## src/rtl/return_addr_stack_pkg.sv

```systemverilog
// Shared sizing and operation decode for the return-address stack.
package return_addr_stack_pkg;

  localparam int unsigned PCSIZE    = 32;
  localparam int unsigned RAS_DEPTH = 8;
  localparam int unsigned RAS_PTR_W = 3;

  typedef enum logic [1:0] {
    OP_NONE,
    OP_PUSH,
    OP_POP,
    OP_REPLACE
  } ras_op_e;

  // Flush and stall suppress everything; push+pop on an empty stack acts as a push.
  function automatic ras_op_e decode_op(input logic push, input logic pop,
                                        input logic stall, input logic flush,
                                        input logic empty);
    if (stall || flush)   return OP_NONE;
    if (push && pop)      return empty ? OP_PUSH : OP_REPLACE;
    if (push)             return OP_PUSH;
    if (pop && !empty)    return OP_POP;
    return OP_NONE;
  endfunction

endpackage

```

## src/rtl/return_addr_stack_ras_storage.sv

```systemverilog
// Return-address register file: one synchronous write port, one asynchronous read port.
module ras_storage
  import return_addr_stack_pkg::*;
#(
  parameter int unsigned DEPTH = RAS_DEPTH,
  parameter int unsigned PTR_W = RAS_PTR_W,
  parameter int unsigned WIDTH = PCSIZE
) (
  input  logic             clk,
  input  logic             rst,
  input  logic             we,
  input  logic [PTR_W-1:0] waddr,
  input  logic [WIDTH-1:0] wdata,
  input  logic [PTR_W-1:0] raddr,
  output logic [WIDTH-1:0] rdata
);

  logic [WIDTH-1:0] mem [DEPTH];

  always_ff @(posedge clk) begin
    if (rst) begin
      for (int unsigned i = 0; i < DEPTH; i++) mem[i] <= '0;
    end else if (we) begin
      mem[waddr] <= wdata;
    end
  end

  assign rdata = mem[raddr];

endmodule

```

## src/rtl/return_addr_stack.sv

```systemverilog
// Return-address stack: pushes link addresses from decode, predicts JR $31 targets for fetch.
module return_addr_stack
  import return_addr_stack_pkg::*;
#(
  parameter int unsigned DEPTH = RAS_DEPTH,
  parameter int unsigned PTR_W = RAS_PTR_W
) (
  input  logic              clk,
  input  logic              rst,
  input  logic              stallD,
  input  logic              flushD,
  input  logic              push_i,
  input  logic [PCSIZE-1:0] push_addr_i,
  input  logic              pop_i,
  output logic              pred_valid_o,
  output logic [PCSIZE-1:0] pred_addr_o,
  output logic              empty_o,
  output logic              full_o
);

  localparam logic [PTR_W:0] COUNT_MAX = (PTR_W+1)'(DEPTH);

  logic [PTR_W-1:0] top;
  logic [PTR_W:0]   count;
  ras_op_e          op;
  logic             we;
  logic [PTR_W-1:0] waddr;

  assign empty_o      = (count == '0);
  assign full_o       = (count == COUNT_MAX);
  assign pred_valid_o = ~empty_o;

  assign op = decode_op(push_i, pop_i, stallD, flushD, empty_o);

  always_comb begin
    we    = 1'b0;
    waddr = top;
    unique case (op)
      OP_PUSH: begin
        we    = 1'b1;
        waddr = top + 1'b1;
      end
      OP_REPLACE: we = 1'b1;
      default: ;
    endcase
  end

  // Full-stack pushes wrap the ring and silently overwrite the oldest entry.
  always_ff @(posedge clk) begin
    if (rst) begin
      top   <= '0;
      count <= '0;
    end else if (flushD) begin
      count <= '0;
    end else begin
      unique case (op)
        OP_PUSH: begin
          top <= top + 1'b1;
          if (count != COUNT_MAX) count <= count + 1'b1;
        end
        OP_POP: begin
          top   <= top - 1'b1;
          count <= count - 1'b1;
        end
        default: ;
      endcase
    end
  end

  ras_storage #(
    .DEPTH(DEPTH),
    .PTR_W(PTR_W),
    .WIDTH(PCSIZE)
  ) u_storage (
    .clk  (clk),
    .rst  (rst),
    .we   (we),
    .waddr(waddr),
    .wdata(push_addr_i),
    .raddr(top),
    .rdata(pred_addr_o)
  );

endmodule

```

## config.mk

```make
export PLATFORM = sky130hd
export DESIGN_NAME = return_addr_stack
export DESIGN_NICKNAME = d
export VERILOG_FILES = /design/src/rtl/return_addr_stack_pkg.sv /design/src/rtl/return_addr_stack_ras_storage.sv /design/src/rtl/return_addr_stack.sv
export SDC_FILE = /design/constraint.sdc
export NUM_CORES = 1
export LEC_CHECK = 0
export CAP_MARGIN = 5
export CORE_UTILIZATION = 55
export CTS_CLUSTER_SIZE = 24
export DETAILED_ROUTE_END_ITERATION = 6
export GPL_TIMING_DRIVEN = 1
export HOLD_SLACK_MARGIN = 0.03
export PLACE_DENSITY = 0.75
export SYNTH_ARGS = -nofsm -noshare
export SYNTH_HDL_FRONTEND = slang
export SYNTH_HIERARCHICAL = 1
export SYNTH_SLANG_ARGS = --single-unit
```

## constraint.sdc

```tcl
create_clock -name clk -period 5.4 [get_ports clk]
set_input_delay 1.08 -clock clk [delete_from_list [all_inputs] [get_ports clk]]
set_output_delay 1.08 -clock clk [all_outputs]
set_load 0.03 [all_outputs]
```

**Yosys cells after proc, flatten, opt, wreduce, memory -nomap -nowiden**

Memories as Yosys holds them, arrays and structs flattened. A register that Yosys moved wholly into a read port is not among the register bits.
Index checks and enable logic that the tools add are counted.

- Register bits after elaboration: 7
- Memory bits (writable): 256
- Input port bits: 38
- Memories: 1

Memories:

| name | words | width | read ports | clocked after Yosys merged registers in | wr ports | line | text |
|---|---|---|---|---|---|---|---|
| u_storage.mem | 8 | 32 | 1 | 1 | 8 | return_addr_stack_ras_storage.sv:18 | `logic [WIDTH-1:0] mem [DEPTH];` |

- Add/sub/neg operators: 4
- Eq/ne operators: 6
- Muxes and demuxes: 34
- Bitwise gates (word level): 2
- Reductions and logical operators: 11

Operator list:

| kind | number |
|---|---|
| $mux W32 | 1 |
| $reduce_or A32 Y1 | 1 |
| $mux W2 | 9 |
| $mux W1 | 17 |
| $mux W3 | 4 |
| $pmux W4 S2 | 1 |
| $pmux W3 S2 | 1 |
| $add A4 B1 Y4 const B | 1 |
| $eq A2 B2 Y1 const B | 2 |
| $eq A4 B4 Y1 const B | 1 |
| $logic_not A4 Y1 | 1 |
| $mux W4 | 1 |
| $ne A4 B4 Y1 const B | 1 |
| $reduce_and A2 Y1 | 2 |
| $reduce_or A2 Y1 | 2 |
| $sub A4 B1 Y4 const B | 1 |
| $add A3 B1 Y3 const B | 1 |
| $sub A3 B1 Y3 const B | 1 |
| $eq A2 B1 Y1 const B | 1 |
| $logic_and A1 B1 Y1 | 2 |
| $ne A2 B2 Y1 const B | 1 |
| $not A1 Y1 | 2 |
| $reduce_bool A2 Y1 | 1 |
| $logic_not A1 Y1 | 1 |
| $logic_or A1 B1 Y1 | 1 |

**Depth between registers and ports, before layout**

- Depth after elaboration: 20
- Depth in mapped cells: 10

**Hierarchy**

Netlist, hierarchy kept.

Modules (own cells, without submodules):

| module | times used | cells an instance | area each (um2) | seq. area each (um2) |
|---|---|---|---|---|
| ras_storage | 1 | 729 | 11,641.2 | 7,687.4 |
| return_addr_stack | 1 | 63 | 541.8 | 140.1 |

**Worst setup path after synthesis**

OpenSTA, ideal clock, no wires.

- Path type: input to register
- From: input stallD
- To: memory u_storage/mem[0][0] (netlist bit), enable pin
- Data arrival time: 4.144 ns
- Required time: 4.972 ns
- Setup slack: 0.827 ns
- Stages: 10
- Buffers on the path: 4
- Cell sequence: nor2_1 -> nand3_1 -> ha_1 -> buf_2 -> xor2_1 -> or3b_1 -> clkbuf_1 -> buf_6 -> buf_6 -> o21bai_1

RTL lines:

| item | line | text |
|---|---|---|
| start, declared | return_addr_stack.sv:10 | `input logic stallD,` |
| end, declared | return_addr_stack_ras_storage.sv:18 |  |

==> results.py <==
metrics = {
    "cells_and_area": {
        "fillers": 1515,
        "layout-drive-gt1-share_pct": 16.55,
        "nets": 884,
        "n_antenna_cell": 0,
        "most-common-layout-cells": "nor3_1, edfxtp_1, clkdlybuf4s50_1, clkinv_1, mux4_1",
        "fin_cells": 1138,
        "final_common_cell": "nor3_1",
        "syn2layout_area_growth_pct": 14.95,
    },
    "global_route": {
        "grt_use_met1_pct": 33.35,
        "antenna_found_initial": 0,
        "top_usage_layer": "met2",
        "gr-usage-all-layers_pct": 23.64,
        "use_met3_pct": 2.711,
        "grt.met2_usage_pct": 39.38,
        "grt_pass1_vias": 7368,
        "grt_max_degree": 65,
        "grt_pass1_wl_mm": 40.56,
        "grt_overflow": 0,
    },
    "routing": {
        "detail_route.first_pass.iterations": 5,
        "routedWlPerCell_um": 22.62,
        "drtAntennaViolNets": 0,
        "drt-total-wl_mm": 25.74,
        "viasPerCell": 6.336,
        "drc": 0,
        "vias": 7210,
        "drtIter0Drc": 624,
    },
    "cts": {
        "cts-hold-fix-buffers": 0,
        "numCtsBuffers": 26,
        "clockBufferDepth": 3,
        "clkTransAtPathRegs_ns": 0.06,
        "post_cts_buffers": 0,
        "htree_num_levels": 1,
        "cts_tree": "yes",
        "clock_sinks": 263,
        "ctsResizeCount": 0,
        "cts_root_buf": "clkbuf_16",
        "insertion_delay_ns": 0.52,
    },
    "floorplanning": {
        "io_pins": 73,
        "die_h_um": 150.8,
        "rows": 54,
        "core_sq_um": 21760,
        "die_area_sq_um": 22750,
        "start_util_pct": 56.00,
        "die-width_um": 150.8,
    },
    "yosys": {
        "yosysWarnings": 6,
        "syn_area_per_cell_sq_um": 15.38,
        "synth_seq_cells": 263,
        "syn_area_sq_um": 12180,
        "synth_enable_flop_cells": 256,
        "synth_top_area_share_pct": 63.10,
        "synth_area_leaders": "edfxtp_1, nor3_1, mux4_1",
        "async_flop_share_pct": 0,
        "syn-instance-count": 792,
        "synth_ff_type": "edfxtp_1",
        "syn_nets": 837,
        "synth_cell_types": 40,
        "yosys.area.top_type": "edfxtp_1",
        "synth_seq_area_share_pct": 64.25,
    },
    "timing": {
        "fin_setup_tns_ns": 0,
        "rsz0062_at_grt": "no",
        "post-route-period-util_pct": 79.76,
        "slew_viol_final": 0,
        "finalCriticalPeriod_ns": 4.307,
        "worst_slew_pin_slew_ns": 0.8808,
        "maxSlewHeadroom_pct": 41.28,
        "whs_ns": 0.6051,
        "clock_skew_ns": 0.009984,
        "fmax_ghz": 0.2322,
        "finalSetupViolCount": 0,
        "hold_violations": 0,
    },
    "critical_path": {
        "crit_required_ns": 4.32,
        "arrival_ns": 3.23,
        "reg2reg_slack_ns": 1.60,
        "end_kind": "output port",
        "critical_path_class": "flip-flop to output port",
        "worstPathMaxFanout": 40,
        "cp-start-kind": "flip-flop",
    },
    "power_and_ir_drop": {
        "comb_power_share_pct": 8.0,
        "p_int_mw": 3.519,
        "pwr-share-clk_pct": 39.8,
        "powerDensity_nw_per_um2": 319.7,
        "p_total_mw": 4.477,
        "seqPwrFrac_pct": 52.2,
        "sw_frac_of_total_pct": 21.38,
        "power_switching_mw": 0.9571,
        "ir_worst_vdd_v": 0.0002384,
        "leakage_nw": 4.555,
    },
    "placement": {
        "place.gp.congestion": 0.7620,
        "hpwl_mm": 15.15,
        "dp.cells": 1091,
        "portBuffers": 72,
    },
    "min_path": {
        "min_path_type": "flip-flop to flip-flop",
    },
    "status": {
        "status": "complete, no violations",
    },
    "job": {
        "cap_violations": 0,
    },
}
[logic make-up (layout without fill, tap and decap cells)]
logic type	Yosys count	count (layout)	share of synthesized area (%)
AND/OR/NAND/NOR	284	284	11.91
flip-flops	263	263	64.25
multiplexers	98	98	16.80
buffers and inverters	117	183	4.806
adder cells (fa/ha/maj)	7	7	0.7805
XOR/XNOR	7	7	0.5032
AO/OA/AOI/OAI	16	16	0.9449
[power groups by stage]
stage	clock (mW)	combinational (mW)	sequential, mW
after floorplan	0	0.233	2.36
after global placement	0	0.352	2.37
after detailed placement	0	0.359	2.38
after CTS	1.79	0.361	2.34
after global routing	1.87	0.382	2.34
final	1.78	0.359	2.34
[metal layers]
metal | vias to the layer above | share of wire (%)
met5 | - | 0
met4 | 0 | 1.9
met3 | 44 | 6.8
met2 | 327 | 50
met1 | 3608 | 41
li1 | 3231 | -
[state kept, by name, summed over array words and instances (netlist names)]
signal	cells
u_storage/mem	256
count	4
top	3
[path summary, 6_finish.rpt]
path | start | cells after the start | to
worst max-delay path | top[0]$_SDFFE_PP0P_ | 4 | pred_addr_o[10]
worst min-delay path | count[2]$_SDFFE_PP0P_ | 2 | count[2]$_SDFFE_PP0P_
worst max register to register | count[0]$_SDFFE_PP0P_ | 8 | u_storage/mem[3][1]$_SDFFCE_PN0P_
worst min register to register | count[2]$_SDFFE_PP0P_ | 2 | count[2]$_SDFFE_PP0P_
[synth_stat cells (2+ instances only)]
cell type  number
nand2b_1        3
edfxtp_1      256
buf_2          13
mux2_4         24
buf_6          15
and2_1          2
inv_1           9
nor2_1          7
xnor2_1         6
nor3_1        259
clkbuf_1       31
buf_1          15
mux2i_1         2
mux2_2          8
o21ai_0         2
dfxtp_1         7
mux4_2         28
o21bai_1        8
nand2_1         4
mux4_1         36
clkinv_1       32
a21oi_1         2
ha_1            6
[layout make-up]
| class | instances | area (sq um) | area share (%) |
|---|---|---|---|
| multi-input cells | 412 | 3870 | 27.63 |
| flip-flops and latches | 263 | 7834 | 55.94 |
| inverters | 41 | 153.9 | 1.099 |
| well taps | 280 | 350.3 | 2.502 |
| repair buffers | 95 | 943.4 | 6.736 |
| clock buffers | 35 | 745.7 | 5.325 |
| clock inverters | 12 | 107.6 | 0.7683 |
[worst max-delay path: stages, from the launching register on]
cell,delay [ns]
dfxtp_4,0.87
buf_12,0.33
mux4_1,0.63
mux2_4,0.28
clkdlybuf4s50_1,0.59
[through the flow]
stage	worst slack (ns)	utilization (%)	area [sq um]
2_1_floorplan	0.8275	-	12180
3_3_place_gp	1.024	60.45	13150
3_5_place_dp	0.8321	60.45	13150
4_1_cts	1.033	64.37	14000
5_1_grt	0.9140	64.37	14000
6_report	1.093	64.37	14000
Note: power is estimated with default switching activity, not from simulation.
